==> src/rtl/wireframe_rasterizer_if.sv <==
// Frame-buffer write bus for the wireframe rasterizer.
//   write_en    : pixel write valid (rasterizer -> sink)
//   write_ready : sink can accept a write this cycle (sink -> rasterizer)
//   addr        : linear pixel address y*SCREEN_W + x
//   wf_data     : pixel value
// master = rasterizer side, slave = frame-buffer side.
interface wireframe_rasterizer_if #(
  parameter int ADDR_W  = 17,
  parameter int PIXEL_W = 1
);
  logic               write_en;
  logic               write_ready;
  logic [ADDR_W-1:0]  addr;
  logic [PIXEL_W-1:0] wf_data;

  modport master (output write_en, output addr, output wf_data, input write_ready);
  modport slave  (input write_en, input addr, input wf_data, output write_ready);
endinterface

==> src/rtl/wireframe_rasterizer.sv <==
// Triangle wireframe rasterizer: draws the three edges v0->v1, v1->v2,
// v2->v0 with Bresenham's algorithm and emits one frame-buffer write per
// on-screen pixel. Off-screen pixels are skipped in one cycle each.
// Ports:
//   clk, n_rst        : clock, asynchronous active-low reset
//   start             : draw request, only honoured in IDLE
//   v0_x..v2_y        : signed vertex coordinates, latched on start
//   i_color           : pixel value, latched on start
//   fb (master)       : write_en / write_ready / addr / wf_data bus
//   busy              : triangle in progress (SETUP and DRAW)
//   done              : one-cycle completion pulse
module wireframe_rasterizer #(
  parameter int SCREEN_W = 320,
  parameter int SCREEN_H = 240,
  parameter int COORD_W  = 12,
  parameter int PIXEL_W  = 1,
  parameter int ADDR_W   = $clog2(SCREEN_W*SCREEN_H)
) (
  input  logic                      clk,
  input  logic                      n_rst,
  input  logic                      start,
  input  logic signed [COORD_W-1:0] v0_x,
  input  logic signed [COORD_W-1:0] v0_y,
  input  logic signed [COORD_W-1:0] v1_x,
  input  logic signed [COORD_W-1:0] v1_y,
  input  logic signed [COORD_W-1:0] v2_x,
  input  logic signed [COORD_W-1:0] v2_y,
  input  logic [PIXEL_W-1:0]        i_color,
  output logic                      busy,
  output logic                      done,
  wireframe_rasterizer_if.master    fb
);
  // Two extra bits: |delta| of two COORD_W values needs COORD_W+1 bits
  // unsigned, and 2*err must still fit as a signed value.
  localparam int EW = COORD_W + 2;
  localparam logic signed [EW-1:0] ZERO_S = '0;
  localparam logic signed [EW-1:0] ONE_S  = EW'(1);
  localparam logic signed [EW-1:0] M1_S   = '1;
  localparam logic signed [EW-1:0] W_S    = EW'(SCREEN_W);
  localparam logic signed [EW-1:0] H_S    = EW'(SCREEN_H);

  typedef enum logic [1:0] {IDLE, SETUP, DRAW, DONE} state_t;

  state_t                    state_reg;
  logic signed [COORD_W-1:0] vx_reg [3];
  logic signed [COORD_W-1:0] vy_reg [3];
  logic [PIXEL_W-1:0]        color_reg;
  logic [1:0]                edge_reg;
  logic signed [EW-1:0]      cur_x_reg, cur_y_reg, end_x_reg, end_y_reg;
  logic signed [EW-1:0]      dx_reg, dy_reg, err_reg, sx_reg, sy_reg;
  logic                      write_en_reg, busy_reg, done_reg;
  logic [ADDR_W-1:0]         addr_reg;

  logic signed [EW-1:0] a_x, a_y, b_x, b_y, diff_x, diff_y;
  logic signed [EW-1:0] abs_dx, neg_dy, step_sx, step_sy;
  logic signed [EW-1:0] e2, next_x, next_y, next_err, pt_x, pt_y;
  logic                 step_x, step_y, at_end, consume, pt_on;
  logic [ADDR_W-1:0]    pt_addr;

  always_comb begin
    // Edge endpoints for the current edge index
    a_x = EW'(vx_reg[2]);
    a_y = EW'(vy_reg[2]);
    b_x = EW'(vx_reg[0]);
    b_y = EW'(vy_reg[0]);
    case (edge_reg)
      2'd0: begin
        a_x = EW'(vx_reg[0]); a_y = EW'(vy_reg[0]);
        b_x = EW'(vx_reg[1]); b_y = EW'(vy_reg[1]);
      end
      2'd1: begin
        a_x = EW'(vx_reg[1]); a_y = EW'(vy_reg[1]);
        b_x = EW'(vx_reg[2]); b_y = EW'(vy_reg[2]);
      end
      default: ;
    endcase
    diff_x  = b_x - a_x;
    diff_y  = b_y - a_y;
    abs_dx  = diff_x[EW-1] ? -diff_x : diff_x;
    neg_dy  = diff_y[EW-1] ? diff_y : -diff_y;
    step_sx = diff_x[EW-1] ? M1_S : ONE_S;
    step_sy = diff_y[EW-1] ? M1_S : ONE_S;

    // Bresenham step; both tests use the error before this step
    e2       = err_reg <<< 1;
    step_x   = (e2 >= dy_reg);
    step_y   = (e2 <= dx_reg);
    next_x   = cur_x_reg + (step_x ? sx_reg : ZERO_S);
    next_y   = cur_y_reg + (step_y ? sy_reg : ZERO_S);
    next_err = err_reg + (step_x ? dy_reg : ZERO_S) + (step_y ? dx_reg : ZERO_S);

    at_end  = (cur_x_reg == end_x_reg) && (cur_y_reg == end_y_reg);
    // A clipped pixel (write_en low while drawing) is consumed at once
    consume = write_en_reg ? fb.write_ready : 1'b1;

    // Pixel that will be presented next: the edge start in SETUP,
    // otherwise the stepped position
    pt_x    = (state_reg == SETUP) ? a_x : next_x;
    pt_y    = (state_reg == SETUP) ? a_y : next_y;
    pt_on   = (pt_x >= ZERO_S) && (pt_x < W_S) && (pt_y >= ZERO_S) && (pt_y < H_S);
    pt_addr = ADDR_W'(pt_y) * ADDR_W'(SCREEN_W) + ADDR_W'(pt_x);
  end

  always_ff @(posedge clk or negedge n_rst) begin
    if (!n_rst) begin
      state_reg <= IDLE;
      for (int i = 0; i < 3; i++) begin
        vx_reg[i] <= '0;
        vy_reg[i] <= '0;
      end
      color_reg    <= '0;
      edge_reg     <= '0;
      cur_x_reg    <= '0;
      cur_y_reg    <= '0;
      end_x_reg    <= '0;
      end_y_reg    <= '0;
      dx_reg       <= '0;
      dy_reg       <= '0;
      err_reg      <= '0;
      sx_reg       <= '0;
      sy_reg       <= '0;
      write_en_reg <= 1'b0;
      addr_reg     <= '0;
      busy_reg     <= 1'b0;
      done_reg     <= 1'b0;
    end else begin
      case (state_reg)
        IDLE: begin
          done_reg     <= 1'b0;
          write_en_reg <= 1'b0;
          if (start) begin
            vx_reg[0] <= v0_x; vy_reg[0] <= v0_y;
            vx_reg[1] <= v1_x; vy_reg[1] <= v1_y;
            vx_reg[2] <= v2_x; vy_reg[2] <= v2_y;
            color_reg <= i_color;
            edge_reg  <= 2'd0;
            busy_reg  <= 1'b1;
            state_reg <= SETUP;
          end
        end
        SETUP: begin
          cur_x_reg    <= a_x;
          cur_y_reg    <= a_y;
          end_x_reg    <= b_x;
          end_y_reg    <= b_y;
          dx_reg       <= abs_dx;
          dy_reg       <= neg_dy;
          err_reg      <= abs_dx + neg_dy;
          sx_reg       <= step_sx;
          sy_reg       <= step_sy;
          write_en_reg <= pt_on;
          addr_reg     <= pt_addr;
          state_reg    <= DRAW;
        end
        DRAW: begin
          if (consume) begin
            if (at_end) begin
              write_en_reg <= 1'b0;
              if (edge_reg == 2'd2) begin
                busy_reg  <= 1'b0;
                done_reg  <= 1'b1;
                state_reg <= DONE;
              end else begin
                edge_reg  <= edge_reg + 2'd1;
                state_reg <= SETUP;
              end
            end else begin
              cur_x_reg    <= next_x;
              cur_y_reg    <= next_y;
              err_reg      <= next_err;
              write_en_reg <= pt_on;
              addr_reg     <= pt_addr;
            end
          end
        end
        DONE: begin
          done_reg  <= 1'b0;
          state_reg <= IDLE;
        end
        default: state_reg <= IDLE;
      endcase
    end
  end

  assign fb.write_en = write_en_reg;
  assign fb.addr     = addr_reg;
  assign fb.wf_data  = color_reg;
  assign busy        = busy_reg;
  assign done        = done_reg;
endmodule

==> src/flat_wrapper.sv <==
// flat-port wrapper written by rule: the top's interface ports become plain ports
module wireframe_rasterizer_flat 
#(
  parameter int SCREEN_W = 320,
  parameter int SCREEN_H = 240,
  parameter int COORD_W  = 12,
  parameter int PIXEL_W  = 1,
  parameter int ADDR_W   = $clog2(SCREEN_W*SCREEN_H)
)
  (clk, n_rst, start, v0_x, v0_y, v1_x, v1_y, v2_x, v2_y, i_color, busy, done, fb_write_en, fb_addr, fb_wf_data, fb_write_ready);
  wireframe_rasterizer_if #(.ADDR_W(ADDR_W), .PIXEL_W(PIXEL_W)) fb_i ();
  input  logic clk;
  input  logic n_rst;
  input  logic start;
  input  logic signed [COORD_W-1:0] v0_x;
  input  logic signed [COORD_W-1:0] v0_y;
  input  logic signed [COORD_W-1:0] v1_x;
  input  logic signed [COORD_W-1:0] v1_y;
  input  logic signed [COORD_W-1:0] v2_x;
  input  logic signed [COORD_W-1:0] v2_y;
  input  logic [PIXEL_W-1:0] i_color;
  output logic busy;
  output logic done;
  output wire logic [$bits(fb_i.write_en)-1:0] fb_write_en;
  output wire logic [$bits(fb_i.addr)-1:0] fb_addr;
  output wire logic [$bits(fb_i.wf_data)-1:0] fb_wf_data;
  input wire logic [$bits(fb_i.write_ready)-1:0] fb_write_ready;
  assign fb_write_en = fb_i.write_en;
  assign fb_addr = fb_i.addr;
  assign fb_wf_data = fb_i.wf_data;
  assign fb_i.write_ready = fb_write_ready;
  wireframe_rasterizer #(.SCREEN_W(SCREEN_W), .SCREEN_H(SCREEN_H), .COORD_W(COORD_W), .PIXEL_W(PIXEL_W), .ADDR_W(ADDR_W)) u_core (.clk(clk), .n_rst(n_rst), .start(start), .v0_x(v0_x), .v0_y(v0_y), .v1_x(v1_x), .v1_y(v1_y), .v2_x(v2_x), .v2_y(v2_y), .i_color(i_color), .busy(busy), .done(done), .fb(fb_i));
endmodule
==> config.mk <==
export PLATFORM = sky130hd
export DESIGN_NAME = wireframe_rasterizer_flat
export DESIGN_NICKNAME = d
export VERILOG_FILES = /design/src/rtl/wireframe_rasterizer_if.sv /design/src/rtl/wireframe_rasterizer.sv /design/src/flat_wrapper.sv
export SDC_FILE = /design/constraint.sdc
export NUM_CORES = 1
export LEC_CHECK = 0
export ABC_AREA = 0
export CAP_MARGIN = 10
export CELL_PAD_IN_SITES_DETAIL_PLACEMENT = 1
export CELL_PAD_IN_SITES_GLOBAL_PLACEMENT = 1
export CORE_MARGIN = 1
export CORE_UTILIZATION = 47
export DETAILED_ROUTE_END_ITERATION = 16
export PLACE_DENSITY_LB_ADDON = 0.1
export SLEW_MARGIN = 20
export SYNTH_ARGS = -nofsm -noshare
export SYNTH_HDL_FRONTEND = slang
export SYNTH_SLANG_ARGS = --single-unit
export TNS_END_PERCENT = 100
==> constraint.sdc <==
create_clock -name clk -period 6.8 [get_ports clk]
set_input_delay 1.7 -clock clk [delete_from_list [all_inputs] [get_ports clk]]
set_output_delay 1.7 -clock clk [all_outputs]
set_load 0.03 [all_outputs]
==> results by group, run 1 <==
Yosys
  – Sequential area share after synthesis: 33.1%
  – Post-synth ARST share: 100%
  – Warnings, synthesis: 0
  – Mapped Avg Cell Area: approximately 8.9 sq um
  – Synth Instances: ~1600
  – Cells taking the most area after synthesis: dfrtp_1 (33%), ha_1 (10%), mux2_2 (8.1%)
  – Post-synth EDFFs: 0
  – Synth Area in Adders: 12.9%
  – Mux cell area share after synthesis: roughly a tenth
  – Cell Area, Synth: 14600 sq um
  – XOR/XNOR Fraction of Synth Area: under 10%
  – Synth Area in Simple Gates: between 10% and 20%
  – Commonest cells post-synth: dfrtp_1 (193), nand2_1 (183), inv_1 (125)
  – Mapped Nets: between 1500 and 2000
  – Post-synthesis register bit count: between 150 and 200
  – Post-synth top flop: dfrtp_1
  – Area share of the largest cell type after synthesis: 33.1%
  – Largest family of logic cells by synthesized area: compound AO/OA/AOI/OAI gates
  – Most common cell in the netlist: dfrtp_1
  – Post-synthesis compound-gate area fraction: a little under a fifth
  – Post-synth top area cell: dfrtp_1
  – Distinct cells, synth: just over 70

STA
  – Fmax: 155 MHz
  – Clock Skew: 0.0162 ns
  – Worst rel slew slack: 26.1%
  – Tcrit/Tclk final: between 90% and 100%
  – # setup viols final: 0
  – Final min period: 6.45 ns
  – Worst-Margin Slew: 1.11 ns
  – Fin. Hold Viols: 0
  – Pins Over Slew Limit: 0

Clocking
  – Latest clock arrival within the worst-skew pair: 0.47 ns
  – CTS Buf Count: 17
  – Deepest clock path buffer count: 2
  – CTS tree: yes
  – Worst-path clk slew: around 0.080 ns
  – Post-CTS Hold Buffers: 0
  – CTS sink count: around 190
  – H-tree Lvls: 4
  – CTS Root Cell: clkbuf_16

Global routing
  – GRT busiest layer: met2
  – Number of global-route vias before repair: about 13000
  – Met1 usage: 41.4%
  – Met2 Usage GRT: a little under half
  – Largest net degree at the start of global routing: approximately 170
  – Tot GR Track Use: between 20% and 30%
  – Met3 usage: approximately 4.2%
  – Initial antenna violation count: 0
  – Overflow after GRT: 0
  – Global-route wire length before repair: around 72000 um

Floorplan
  – Core Box Area: between 30000 and 40000 sq um
  – DIE HEIGHT: ~180 um
  – I/O pin total: between 90 and 100
  – Rows: 64
  – Chip width: between 150 and 200 um
  – Starting Density: about 48%
  – Die area: 31700 sq um

Routing
  – TritonRoute pass-1 iters: 5
  – Via density: 5.87
  – Antenna Violating Nets Remaining: 0
  – Final wirelength: 44700 um
  – DRT iter0 DRCs: approximately 720
  – Via count: about 12000
  – # DRC: 0
  – Wire length per cell: between 20 and 25 um

Worst setup path
  – Crit path arrival time: around 6.8 ns
  – Critical path's slowest cell: dfrtp_1
  – Setup CP Type: flop to flop
  – Reg-to-Reg End: u_core.fb.addr[16]
  – Cell mode on critical path: o21a_1
  – Reg2reg start: u_core.err_reg[0]
  – Critical path startpoint: u_core.err_reg[0]
  – Max incr delay on CP: between 0.4 and 0.5 ns
  – Reg2Reg Setup Slack: 0.35 ns
  – Worst setup EP type: flop
  – CP Launch Type: flop
  – R2R cell count: 28
  – Data required time at the worst endpoint: around 7.1 ns
  – Critical path fanouts, max: 4
  – Worst Setup EP: u_core.fb.addr[16]

Cells and area
  – Layout cell share with drive strength beyond 1: approximately an eighth
  – Final #Nets: roughly 1900
  – Non-Filler Instances: roughly 2100
  – Area Overhead vs Synth: 15.1%
  – Antenna cells: 0

Job
  – Max Cap Violations: 0

Place
  – Routability cong.: around 0.86
  – Final HPWL DP: 34000 um
  – Port bufs: 97
  – DP Cell Count: 2083

Worst hold path
  – Hold_sp: u_core.fb.addr[3]
  – Worst min-delay path class: flop to flop

Run status
  – Outcome: finished, final reports clean
## cell type report
cell class                      count  area [sq um]
Multi-Input combinational cell   1240          9090
Tap cell                          396           495
Clock inverter                     15           188
Fill cell                        3523         13800
Sequential cell                   193          4830
Timing Repair Buffer              135          1270
Clock buffer                       17           425
Inverter                          126           477
## per-layer routing
metal,part of all wire [%],up-vias
met5,0,-
met4,2.0,0
met3,3.6,44
met2,46,266
met1,49,6250
li1,-,5901
## cells by family after synthesis
group | after synthesis
AOI/OAI and AO/OA | 421
xor gates and xnor gates | 115
adders and majority gates | 139
buffers and inverters | 198
DFF | 193
muxes | 124
and+or+nand+nor | 441
## timing repair
action | CTS | global route
buffers inserted | 0 | 7
pin swaps | 0 | 3
setup endpoints to repair | 1 | 1
resized for setup | 1 | 14
## worst min-delay path by stage
stage	cells past startpoint	slack, ns	to
CTS	2	0.49	u_core.fb.addr[11]
global route	2	0.51	u_core.fb.addr[16]
finish	2	0.48	u_core.fb.addr[3]
detailed placement	1	0.47	u_core.sy_reg[0]
global placement	1	0.46	u_core.sy_reg[0]
floorplan	1	0.45	u_core.sy_reg[0]
## stage by stage
| stage | worst slack (ns) | hold WS (ns) | utilization (%) | cell area [sq um] | setup TNS [ns] |
|---|---|---|---|---|---|
| CTS | 0.0454 | 0.489 | 54.5 | 16700 | 0 |
| global route | -0.0117 | 0.510 | 54.9 | 16800 | -0.0117 |
| floorplan | 0.557 | 0.445 | - | 14600 | 0 |
| global placement | 0.358 | 0.462 | 52.5 | 16000 | 0 |
| detailed placement | 0.208 | 0.470 | 52.5 | 16000 | 0 |
| finish | 0.345 | 0.480 | 54.9 | 16800 | 0 |
## critical path: cells and delay by family, from the launching register on
family                   cells  cell delay (ns)
AO/OA/AOI/OAI               12             2.42
AND/OR/NAND/NOR              8             1.46
flip-flops                   1             0.45
adder cells (fa/ha/maj)      4             1.28
XOR/XNOR                     3             0.65
buffers and inverters        1             0.07
## cells in the final DEF, fill, tap and decap left out, types with 9 or more instances in the layout
cell / n
dfrtp_1: 193
nand2_1: 182
inv_1: 124
ha_1: 117
a21oi_1: 110
nor2_1: 108
mux2_2: 105
o21ai_0: 97
clkdlybuf4s50_1: 96
xnor2_1: 59
xor2_1: 54
buf_4: 37
a22o_1: 27
nor3_1: 26
a21o_1: 25
a22oi_1: 22
nand3_1: 20
fa_1: 19
mux2i_1: 18
clkbuf_16: 17
o21ai_1: 16
o21a_1: 15
a31oi_1: 15
and2_1: 14
and3_1: 13
nor4_1: 13
o21bai_1: 11
nor2b_1: 10
a211oi_1: 10
nand2b_1: 9
Power of run 1 is not shown: default switching activity piles up to over one toggle a cycle in this logic, so the estimate is an artifact.
==> inputs of run 2 (changes only) <==
- ABC_AREA: 0 -> unset
==> results of run 2 <==
Same layout as run 1: the final DEF is identical, and so are final timing and power.
Power of run 2 is left out for the same reason.
==> inputs of run 3 (changes only) <==
- CORE_MARGIN: 1 -> 2
- CORE_UTILIZATION: 47 -> 41
==> run 3 against run 2 <==
Net effect:
- flip-flop and latch count unchanged
- non-clock buffer count increased by 32
- sequential share of layout area decreased by 0.50 points
- maximum frequency increased by 2.1%
- highest routed layer unchanged
==> results by group, run 3 (synthesized netlist as in run 1, its figures left out) <==
Cells and area
  – Layout fillers: 4100 (+16%)
  – Most frequent cells in the layout: dfrtp_1 (193), nand2_1 (182), inv_1 (124)
  – Final #Nets: 1961 (+1.7%)
  – Commonest non-fill, non-tap cell in the layout: dfrtp_1
  – Layout cell share with drive strength beyond 1: 13.9% (+1.4 points)
  – Area Overhead vs Synth: 17.2%
  – Antenna cells: 0 (unchanged)

STA
  – Worst-Margin Slew: 1.04 ns (-0.0676 ns)
  – Clock Skew: 0.0169 ns (+0.000628 ns)
  – Tcrit/Tclk final: 93.0% (-1.9 points)
  – Fin. Hold Viols: 0 (unchanged)
  – Fmax: 158 MHz (+2.1%)
  – Hold_ws: 0.476 ns (-0.00411 ns)
  – # setup viols final: 0 (unchanged)
  – RSZ-0062 raised after global routing: false
  – Final min period: 6.32 ns (-0.132 ns)
  – Pins Over Slew Limit: 0 (unchanged)
  – Total negative slack: 0 ns (unchanged)
  – PnR worst setup slack: 0.477 ns (+0.132 ns)
  – Worst rel slew slack: 30.6% (+4.5 points)

Routing
  – Antenna Violating Nets Remaining: 0 (unchanged)
  – DRT iter0 DRCs: 549 (-24%)
  – Final wirelength: 44900 um (+0.51%)
  – Via density: 5.57 (-5.1%)
  – Wire length per cell: 20.2 um (-3.9%)
  – Via count: 12400 (-0.75%)
  – # DRC: 0 (unchanged)
  – TritonRoute pass-1 iters: 5 (unchanged)

Floorplan
  – Rows: 69 (+7.8%)
  – I/O pin total: 98 (unchanged)
  – Starting Density: 41.3% (-6.4 points)
  – Die area: 37100 sq um (+17%)
  – Chip width: 193 um (+8.1%)
  – Core Box Area: 35300 sq um (+15%)
  – DIE HEIGHT: 193 um (+8.1%)

Global routing
  – Overflow after GRT: 0 (unchanged)
  – Global-route wire length before repair: 71300 um (-0.82%)
  – Tot GR Track Use: 25.1% (-4.5 points)
  – Number of global-route vias before repair: 12800 (-2.3%)
  – Initial antenna violation count: 0 (unchanged)
  – Largest net degree at the start of global routing: 107 (-36%)

Worst setup path
  – R2R cell count: 26 (-7.1%)
  – Worst setup EP type: flop
  – Data required time at the worst endpoint: 7.14 ns (about the same)
  – Crit path arrival time: 6.66 ns (-0.13 ns)
  – CP Launch Type: flop
  – Critical path fanouts, max: 8 (+4)
  – Reg2Reg Setup Slack: 0.48 ns (+0.13 ns)
  – Reg-to-Reg End: u_core.fb.addr[16]
  – Reg2reg start: u_core.err_reg[3]
  – Setup CP Type: flop to flop

Clocking
  – CTS tree: yes
  – CTS sink count: 193 (unchanged)
  – CTS Root Cell: clkbuf_16
  – Worst-path clk slew: 0.08 ns (about the same)
  – Latest clock arrival within the worst-skew pair: 0.46 ns (about the same)
  – Post-CTS Hold Buffers: 0 (unchanged)
  – CTS Buf Count: 17 (unchanged)
  – H-tree Lvls: 4 (unchanged)
  – Deepest clock path buffer count: 2 (unchanged)

Worst hold path
  – Worst min-delay path class: flop to flop
  – Worst min-delay path endpoint: u_core.fb.addr[6]
  – Worst Hold Depth: 2 (unchanged)
  – Hold_sp: u_core.fb.addr[6]

Place
  – Final HPWL DP: 34600 um (+1.8%)
  – Place WS: 0.226 ns (+0.0178 ns)
  – Port bufs: 97 (unchanged)
  – Routability cong.: 0.857 (about the same)

Run status
  – Outcome: finished, final reports clean

Job
  – Max Cap Violations: 0 (unchanged)
==> run 3: worst max path at each step <==
stage | from | endpoint | slack [ns] | cells past startpoint
2_1_floorplan | u_core.edge_reg[0] | u_core.err_reg[12] | 0.56 | 27
3_3_place_gp | u_core.err_reg[12] | u_core.fb.addr[16] | 0.49 | 26
3_5_place_dp | u_core.err_reg[12] | u_core.fb.addr[16] | 0.23 | 26
4_1_cts | u_core.err_reg[12] | u_core.fb.addr[16] | 0.17 | 26
5_1_grt | u_core.err_reg[3] | u_core.fb.addr[16] | 0.04 | 26
6_report | u_core.err_reg[3] | u_core.fb.addr[16] | 0.48 | 26
==> run 3: layout make-up <==
cell class                 count  area [sq um]  share of cell area, %
clock buffer                  21           460                   2.70
tap                          461           577                   3.38
clock inverter                11           119                  0.696
timing repair buffer         167          1510                   8.86
multi-input combinational   1240          9100                   53.3
sequential                   193          4830                   28.3
inverter                     126           477                   2.79
==> run 3: per-layer routing <==
metal	vias to the layer above	global-route usage [%]	share of wire (%)
met2	212	40.4	46
met3	30	4.36	3.9
met1	6175	35.1	48
met4	0	5.75	1.8
li1	5950	-	-
met5	-	0	0
==> run 3: timing repair <==
action / 4_1_cts / 5_1_grt
buffers inserted: 0 / 15
setup endpoints to repair: 0 / 2
resized for setup: 0 / 14
==> run 3: per-stage QoR <==
stage / cell area, sq um / std cells / utilization, %
after floorplan: 14600 / 1631 / -
after global placement: 16300 / 2172 / 46.2
after detailed placement: 16300 / 2172 / 46.2
after CTS: 16900 / 2204 / 47.8
after global routing: 17100 / 2219 / 48.4
final: 17100 / 2219 / 48.4
==> run 3: worst max-delay path, cell delays in order, from the launching register on <==
cell and delay (ns):
dfrtp_1 0.41, ha_1 0.32, nand4_1 0.22, a21oi_2 0.23, o31ai_4 0.12, a31o_2 0.26
and2_1 0.16, ha_2 0.22, or4_1 0.47, o21ai_1 0.11, xnor2_1 0.16, nor2_1 0.08
a21oi_2 0.19, inv_1 0.06, ha_1 0.27, ha_1 0.23, fa_1 0.41, a21o_1 0.19
a21oi_2 0.18, xnor2_1 0.09, ha_1 0.22, or4_1 0.59, a41oi_2 0.23, xnor2_1 0.17
xnor3_1 0.35, xnor2_1 0.17, o21ai_1 0.08
Power of run 3 is left out for the same reason.
